`src/rtl/bus_arbiter_pkg.sv`:
```
// Shared bus types for the core-side ibus/dbus ports and the single-beat memory port.
package common;

    typedef enum logic [1:0] {
        MSIZE1 = 2'd0,
        MSIZE2 = 2'd1,
        MSIZE4 = 2'd2,
        MSIZE8 = 2'd3
    } msize_t;

    typedef struct packed {
        logic        valid;
        logic [63:0] addr;
    } ibus_req_t;

    typedef struct packed {
        logic        addr_ok;
        logic        data_ok;
        logic [31:0] data;
    } ibus_resp_t;

    typedef struct packed {
        logic        valid;
        logic [63:0] addr;
        msize_t      size;
        logic [7:0]  strobe;
        logic [63:0] data;
    } dbus_req_t;

    typedef struct packed {
        logic        addr_ok;
        logic        data_ok;
        logic [63:0] data;
    } dbus_resp_t;

    typedef struct packed {
        logic        valid;
        logic        is_write;
        msize_t      size;
        logic [63:0] addr;
        logic [7:0]  strobe;
        logic [63:0] data;
    } mbus_req_t;

    typedef struct packed {
        logic        ready;
        logic        last;
        logic [63:0] data;
    } mbus_resp_t;

endpackage

```
`src/rtl/bus_arbiter_if.sv`:
```
// Bundle of core-side request/response and memory-side request/response signals.
interface bus_arbiter_if;
    import common::*;

    ibus_req_t  ireq;
    ibus_resp_t iresp;
    dbus_req_t  dreq;
    dbus_resp_t dresp;
    mbus_req_t  mreq;
    mbus_resp_t mresp;

    modport master (output ireq, dreq, mresp, input iresp, dresp, mreq);
    modport slave  (input ireq, dreq, mresp, output iresp, dresp, mreq);
endinterface

```
`src/rtl/bus_arbiter.sv`:
```
// Arbitrates core instruction and data requests onto one single-beat memory port,
// favouring dbus but forcing an ibus grant after STARVE_MAX consecutive dbus wins.
module bus_arbiter
    import common::*;
#(
    parameter int STARVE_MAX = 4
) (
    input  logic          clk,
    input  logic          reset,
    bus_arbiter_if.slave  bus
);

    localparam int CW = $clog2(STARVE_MAX + 1);

    typedef enum logic [2:0] {IDLE, IBUS, DBUS, IDONE, DDONE} state_t;

    state_t          state_reg, state_next;
    logic [CW-1:0]   starve_cnt_reg, starve_cnt_next;
    mbus_req_t       req_reg, req_next;
    logic [63:0]     data_reg, data_next;
    logic            starve_full;
    logic            forced_ibus;
    logic            beat_done;

    assign starve_full = (starve_cnt_reg == CW'(STARVE_MAX));
    assign forced_ibus = starve_full && bus.ireq.valid;
    assign beat_done   = bus.mresp.ready && bus.mresp.last;

    always_ff @(posedge clk or negedge reset) begin
        if (!reset) begin
            state_reg      <= IDLE;
            starve_cnt_reg <= '0;
            req_reg        <= '0;
            data_reg       <= '0;
        end else begin
            state_reg      <= state_next;
            starve_cnt_reg <= starve_cnt_next;
            req_reg        <= req_next;
            data_reg       <= data_next;
        end
    end

    always_comb begin
        state_next      = state_reg;
        starve_cnt_next = starve_cnt_reg;
        req_next        = req_reg;
        data_next       = data_reg;
        bus.mreq        = req_reg;
        bus.mreq.valid  = 1'b0;
        bus.iresp       = '0;
        bus.dresp       = '0;

        case (state_reg)
            IDLE: begin
                if (bus.dreq.valid && !forced_ibus) begin
                    state_next = DBUS;
                    req_next   = '{valid:    1'b1,
                                   is_write: |bus.dreq.strobe,
                                   size:     bus.dreq.size,
                                   addr:     bus.dreq.addr,
                                   strobe:   bus.dreq.strobe,
                                   data:     bus.dreq.data};
                    // Only dbus wins taken while ibus waits count toward starvation.
                    if (!bus.ireq.valid)
                        starve_cnt_next = '0;
                    else if (!starve_full)
                        starve_cnt_next = starve_cnt_reg + 1'b1;
                end else if (bus.ireq.valid) begin
                    state_next      = IBUS;
                    starve_cnt_next = '0;
                    req_next        = '{valid:    1'b1,
                                        is_write: 1'b0,
                                        size:     MSIZE4,
                                        addr:     bus.ireq.addr,
                                        strobe:   8'h00,
                                        data:     64'h0};
                end else begin
                    starve_cnt_next = '0;
                end
            end
            IBUS: begin
                bus.mreq.valid = 1'b1;
                if (beat_done) begin
                    state_next = IDONE;
                    data_next  = bus.mresp.data;
                end
            end
            DBUS: begin
                bus.mreq.valid = 1'b1;
                if (beat_done) begin
                    state_next = DDONE;
                    data_next  = bus.mresp.data;
                end
            end
            IDONE: begin
                bus.iresp.addr_ok = 1'b1;
                bus.iresp.data_ok = 1'b1;
                // The 32-bit instruction word sits in whichever half addr[2] selects.
                bus.iresp.data    = req_reg.addr[2] ? data_reg[63:32] : data_reg[31:0];
                state_next        = IDLE;
            end
            DDONE: begin
                bus.dresp.addr_ok = 1'b1;
                bus.dresp.data_ok = 1'b1;
                bus.dresp.data    = data_reg;
                state_next        = IDLE;
            end
            default: state_next = IDLE;
        endcase
    end

endmodule

```
`src/flat_wrapper.sv`:
```
// flat-port wrapper written by rule: the top's interface ports become plain ports
module bus_arbiter_flat import common::*;
#(
    parameter int STARVE_MAX = 4
)
  (clk, reset, bus_ireq, bus_dreq, bus_mresp, bus_iresp, bus_dresp, bus_mreq);
  bus_arbiter_if bus_i ();
  input  logic clk;
  input  logic reset;
  input wire logic [$bits(bus_i.ireq)-1:0] bus_ireq;
  input wire logic [$bits(bus_i.dreq)-1:0] bus_dreq;
  input wire logic [$bits(bus_i.mresp)-1:0] bus_mresp;
  output wire logic [$bits(bus_i.iresp)-1:0] bus_iresp;
  output wire logic [$bits(bus_i.dresp)-1:0] bus_dresp;
  output wire logic [$bits(bus_i.mreq)-1:0] bus_mreq;
  assign bus_i.ireq = bus_ireq;
  assign bus_i.dreq = bus_dreq;
  assign bus_i.mresp = bus_mresp;
  assign bus_iresp = bus_i.iresp;
  assign bus_dresp = bus_i.dresp;
  assign bus_mreq = bus_i.mreq;
  bus_arbiter #(.STARVE_MAX(STARVE_MAX)) u_core (.clk(clk), .reset(reset), .bus(bus_i));
endmodule
```
`config.mk`:
```
export PLATFORM = sky130hd
export DESIGN_NAME = bus_arbiter_flat
export DESIGN_NICKNAME = d
export VERILOG_FILES = /design/src/rtl/bus_arbiter_pkg.sv /design/src/rtl/bus_arbiter_if.sv /design/src/rtl/bus_arbiter.sv /design/src/flat_wrapper.sv
export SDC_FILE = /design/constraint.sdc
export NUM_CORES = 1
export LEC_CHECK = 0
export CORE_AREA = 10 10 192 194
export CTS_CLUSTER_DIAMETER = 120
export DETAILED_ROUTE_END_ITERATION = 8
export DIE_AREA = 0 0 202 204
export PLACE_DENSITY = 0.64
export SLEW_MARGIN = 20
export SYNTH_ARGS = -nofsm -noshare
export SYNTH_HDL_FRONTEND = slang
export SYNTH_SLANG_ARGS = --single-unit
```
`constraint.sdc`:
```
create_clock -name clk -period 4.85 [get_ports clk]
set_input_delay 1.455 -clock clk [delete_from_list [all_inputs] [get_ports clk]]
set_output_delay 1.455 -clock clk [all_outputs]
set_load 0.01 [all_outputs]
```
==> results of run 1 <==
-- cells in the final DEF (no fill, tap or decap), types with 7 or more instances in the layout --
cell             Yosys  routed
a21boi_0            65      65
a22o_1              74      74
a311o_1             64      64
and3_1              66      66
buf_4                3      14
clkbuf_1            64       9
clkbuf_16            0      25
clkdlybuf4s50_1      0     509
dfrtp_1            209     207
inv_1                7       7
mux2_1              13      13
mux2_2              51      51
mux2i_1             32      32
nor2_1              37      34
o22a_1              64      64
-- through the flow --
stage	total power, W	std cells	setup slack (ns)	hold WS [ns]	instance area, um2
2_1_floorplan	0.00519	810	1.97	0.472	9870
3_3_place_gp	0.00726	1689	1.09	0.482	15300
3_5_place_dp	0.00730	1689	1.08	0.480	15300
6_report	0.00899	1734	0.708	0.497	16100
4_1_cts	0.00913	1732	0.629	0.501	16100
5_1_grt	0.00954	1733	0.558	0.512	16100
-- where the power goes --
part | internal (W) | total [W] | switching, W
Sequential | 0.00257 | 0.00312 | 0.000550
Combinational | 0.00232 | 0.00412 | 0.00180
Clock | 0.00100 | 0.00175 | 0.000753
-- per-layer routing --
layer  vias up  global-route usage, %
li1       4024                      -
met1      4320                   21.9
met2       404                   29.7
met3        58                   7.91
met4         0                   5.34
met5         -                      0
-- logic make-up (layout without fill, tap and decap cells) --
family / count (synthesis) / in the layout / synth area share [%]
buf+inv: 105 / 579 / 5.17
compound gates: 276 / 276 / 24.2
fa+ha+maj: 2 / 2 / 0.253
xor+xnor: 1 / 1 / 0.0887
flops: 209 / 209 / 53.0
mux: 96 / 96 / 10.5
simple gates: 121 / 121 / 6.75
other cells: 0 / 2 / 0
-- cell type report --
class                           instances  area share (%)
Multi-Input combinational cell        496            26.1
Clock buffer                           37            4.36
Antenna cell                            2          0.0312
Timing Repair Buffer                  529            33.0
Sequential cell                       209            32.6
Clock inverter                          6           0.304
Tap cell                              448            3.49
Inverter                                7           0.164
-- worst max-delay path, cell delays in order, from the launching register on --
cell,delay [ns]
dfrtp_1,0.52
nand3b_1,0.51
buf_4,0.39
nor2_1,0.14
clkdlybuf4s50_1,0.57
-- how the worst max path moves through the flow --
stage / cells past startpoint / end / slack (ns) / from
CTS: 4 / bus_iresp[11] / 0.63 / u_core.state_reg[0]
floorplan: 6 / bus_dresp[65] / 1.97 / u_core.state_reg[1]
finish: 4 / bus_iresp[16] / 0.71 / u_core.state_reg[0]
global placement: 6 / u_core.bus.mreq[101] / 1.09 / bus_ireq[64]
detailed placement: 6 / u_core.bus.mreq[111] / 1.08 / bus_ireq[64]
global route: 4 / bus_iresp[25] / 0.56 / u_core.state_reg[0]
==> flow_metrics.py, run 1 <==
metrics = {
    "global_route": {
        "globalRouteOverflowTotal": 0,
        "track_usage_pct": 18.4,
        "grt_max_degree": 125,
        "antenna_found_initial": 2,
        "grt_pass1_vias": 9289,
        "grt_pass1_wl_um": 60300,
    },
    "clock_network": {
        "cts_buffers": 25,
        "cts_buffer_depth": 3,
        "cts_tree": "built",
        "cts.sinks": 209,
        "clock-root-buffer": "clkbuf_16",
        "cts_hold_buf": 0,
        "ctsResizeCount": 0,
        "clk_latency_ns": 0.54,
        "clk_pin_slew_ns": 0.06,
        "cts-htree-levels": 1,
        "post_cts_buffers": 0,
    },
    "yosys": {
        "synth_commonest_cells": "dfrtp_1, a22o_1, and3_1",
        "synthCells": 810,
        "synth_edf_count": 0,
        "yosysWarningCount": 0,
        "synth_flop_cell": "dfrtp_1",
        "synth.distinct_cells": 36,
        "syn_avg_cell_area_um2": 12.2,
        "synth.most_common_cell": "dfrtp_1",
        "ys_async_sr_fraction_pct": 100,
        "synth_top_area_share_pct": 53.0,
        "syn_nets": 1084,
        "ys_seq_elements": 209,
        "synth.largest_area_cell": "dfrtp_1",
        "syn-cell-area_mm2": 0.00987,
        "synth_area_leaders": "dfrtp_1, a22o_1, a311o_1",
        "seq_area_frac_synth_pct": 53.0,
    },
    "timing": {
        "worst_pin_slew_ns": 0.825,
        "drv_slew": 0,
        "fin_setup_tns_ns": 0,
        "setup_viol": 0,
        "fmax_ghz": 0.241,
        "slew_headroom_pct": 45.0,
        "rsz0062_at_grt": "false",
        "finalCritPeriodShare_pct": 85.4,
        "skew_ns": 0.0190,
        "hold_violations": 0,
        "min_period_ns": 4.14,
    },
    "detailed_routing": {
        "post-route-drc-count": 0,
        "met3_length_um": 4430,
        "firstDrtPassIters": 4,
        "drtAntennaViolNets": 0,
        "wl_per_cell_um": 23.1,
        "vias_per_cell": 5.08,
        "wl_um": 40100,
        "routed.top_layer": "met4",
        "vias": 8806,
        "drtIter0Drc": 342,
        "wl_met2_um": 18800,
        "drt-met1-wl_um": 15900,
    },
    "floorplan": {
        "fp.dieArea_mm2": 0.0412,
        "core_area_mm2": 0.0331,
        "chipHeight_um": 204,
        "ioPinCount": 512,
        "die_w_um": 202,
        "rows": 67,
        "initial_core_util_pct": 29.8,
    },
    "power": {
        "vdd_drop_max_v": 0.000270,
        "power_per_cell_area_mw_per_mm2": 560,
        "leakage_nw": 6.67,
    },
    "layout": {
        "nets": 1542,
        "seqCellArea_mm2": 0.00523,
        "drive_above_1_share_pct": 8.96,
        "synthToLayoutAreaGrowth_pct": 62.7,
        "multi_input_area_mm2": 0.00419,
        "fill_cells": 3022,
        "fin_util_pct": 48.5,
        "largest_reg_flops": 139,
    },
    "setup_path": {
        "rr_worst_depth": 5,
        "start_kind": "register",
        "worstPathMaxFanout": 12,
        "endpoint_kind": "primary output",
        "rrSetupSlack_ns": 2.34,
        "regToRegStartpoint": "u_core.state_reg[2]",
        "r2r_end": "u_core.bus.mreq[11]",
        "crit_type": "register to primary output",
        "cp.arrival_ns": 2.69,
        "required_ns": 3.39,
    },
    "worst_hold_path": {
        "holdCritPathClass": "register to register",
        "whs_endpoint": "u_core.bus.mreq[71]",
        "whs_path_depth": 1,
        "hp-start": "u_core.bus.mreq[71]",
    },
    "job": {
        "cap_violations": 0,
    },
    "place": {
        "gp_congestion": 0.804,
        "portBuffers": 511,
        "hpwl_um": 29300,
    },
    "run_status": {
        "status": "finished, final reports clean",
    },
}
Note: power is estimated with default switching activity, not from simulation.
==> run 2, diff against run 1 <==
Settings changed: GPL_TIMING_DRIVEN from default to 0.
==> flow_metrics.py, run 2 (synthesis results as in run 1) <==
metrics = {
    "detailed_routing": {
        "vias": 9210,
        "drtIter0Drc": 412,
        "wl_per_cell_um": 24.2,
        "post-route-drc-count": 0,
        "firstDrtPassIters": 5,
        "wl_um": 44100,
        "drtAntennaViolNets": 0,
        "vias_per_cell": 5.05,
    },
    "layout": {
        "layout_common_cells": "clkdlybuf4s50_1, dfrtp_1, a22o_1, clkbuf_1, and3_1",
        "synthToLayoutAreaGrowth_pct": 67.0,
        "fin_util_pct": 49.8,
        "fill_cells": 3033,
        "design_area_mm2": 0.0165,
        "drive_above_1_share_pct": 9.50,
        "largest_reg_flops": 139,
        "nets": 1625,
        "mostFrequentLayoutCell": "clkdlybuf4s50_1",
    },
    "clock_network": {
        "cts_buffers": 26,
        "cts-htree-levels": 1,
        "cts.sinks": 209,
        "cts_tree": "built",
        "cts_buffer_depth": 3,
        "clock-root-buffer": "clkbuf_16",
        "post_cts_buffers": 0,
        "cts_hold_buf": 0,
        "clk_latency_ns": 0.52,
        "ctsResizeCount": 0,
        "clk_pin_slew_ns": 0.06,
    },
    "floorplan": {
        "initial_core_util_pct": 29.8,
        "chipHeight_um": 204,
        "fp.dieArea_mm2": 0.0412,
        "die_w_um": 202,
        "rows": 67,
        "ioPinCount": 512,
        "core_area_mm2": 0.0331,
    },
    "power": {
        "internal_power_w": 0.00617,
        "sequentialPowerShare_pct": 32.8,
        "power_per_cell_area_mw_per_mm2": 571,
        "p_total_w": 0.00942,
        "swShare_pct": 34.5,
        "combPwrFrac_pct": 46.5,
        "vdd_drop_max_v": 0.000345,
        "switching_power_w": 0.00325,
        "clkPwrFrac_pct": 20.7,
        "leakage_nw": 6.90,
    },
    "setup_path": {
        "cp.arrival_ns": 3.02,
        "critPathMostFrequentCell": "clkbuf_1",
        "required_ns": 3.39,
        "cp_cell_sequence": "buf_2 > nor2_1 > clkbuf_1 > clkbuf_1 > and3_1 > clkdlybuf4s50_1",
        "cp_slowest_stage_delay_ns": 0.62,
        "slowest_stage": "clkdlybuf4s50_1",
        "worstPathMaxFanout": 10,
        "start_kind": "register",
        "endpoint_kind": "primary output",
        "crit_type": "register to primary output",
        "regToRegStartpoint": "u_core.starve_cnt_reg[0]",
        "cp-startpoint": "u_core.state_reg[0]",
    },
    "global_route": {
        "grt_pass1_vias": 9974,
        "antenna_found_initial": 5,
        "track_usage_pct": 20.3,
        "globalRouteOverflowTotal": 0,
        "grt_max_degree": 93,
        "grt_pass1_wl_um": 65000,
    },
    "timing": {
        "skew_ns": 0.00882,
        "hold_slack_ns": 0.496,
        "slew_headroom_pct": 46.9,
        "hold_violations": 0,
        "setup_viol": 0,
        "rsz0062_at_grt": "false",
        "finalCritPeriodShare_pct": 92.3,
        "fmax_ghz": 0.223,
        "fin_setup_tns_ns": 0,
        "drv_slew": 0,
        "min_period_ns": 4.48,
        "worst_pin_slew_ns": 0.796,
    },
    "job": {
        "cap_violations": 0,
    },
    "place": {
        "place_area_mm2": 0.0156,
        "gp_congestion": 0.875,
        "portBuffers": 511,
        "hpwl_um": 34900,
    },
    "worst_hold_path": {
        "hp-start": "u_core.bus.mreq[6]",
        "holdCritPathClass": "register to register",
    },
    "run_status": {
        "status": "finished, final reports clean",
    },
}
==> run 2: per-stage QoR <==
step                      cells  setup WS (ns)
after floorplan             810           1.97
after global placement     1769          -7.18
after detailed placement   1771          0.844
after CTS                  1817          0.268
after global routing       1820          0.221
final                      1824          0.372
==> run 2: final timing paths <==
check                      cells after the start                    to  slack, ns
setup / recovery                               6         bus_dresp[36]       0.37
hold / removal                                 1    u_core.bus.mreq[6]       0.50
setup reg to reg                               7  u_core.bus.mreq[135]       2.54
hold reg to reg                                1    u_core.bus.mreq[6]       0.50
max in group asynchronous                      2   u_core.bus.mreq[97]       3.29
min in group asynchronous                      1    u_core.bus.mreq[8]       0.78
==> run 2: final cells by class <==
cell class / count / area [um2] / area share (%)
plain buffers: 98 / 484 / 2.94
well taps: 448 / 561 / 3.40
flip-flops and latches: 209 / 5230 / 31.7
inverters: 7 / 26.3 / 0.159
repair buffers: 513 / 5170 / 31.4
multi-input cells: 496 / 4130 / 25.1
clock inverters: 7 / 63.8 / 0.387
clock buffers: 39 / 801 / 4.86
diodes: 7 / 17.5 / 0.106
==> run 2: metal layers <==
layer,up-vias,part of all wire (%),track usage (%)
met5,-,0,0
met4,0,2.7,6.44
met3,63,11,8.21
met2,422,48,34.4
met1,4531,39,22.8
li1,4194,-,-
==> run 2: power by group through the flow <==
| stage | combinational (W) | sequential [W] | clock [W] |
|---|---|---|---|
| 2_1_floorplan | 0.00196 | 0.00323 | 0 |
| 3_3_place_gp | 0.00437 | 0.00307 | 0 |
| 3_5_place_dp | 0.00443 | 0.00309 | 0 |
| 4_1_cts | 0.00445 | 0.00308 | 0.00201 |
| 5_1_grt | 0.00469 | 0.00318 | 0.00208 |
| 6_report | 0.00438 | 0.00309 | 0.00195 |
==> run 2: critical path, delay by kind of cell (launching register included) <==
kind | cells | cell delay [ns]
simple gates | 2 | 0.51
flops | 1 | 0.35
buf+inv | 4 | 1.65
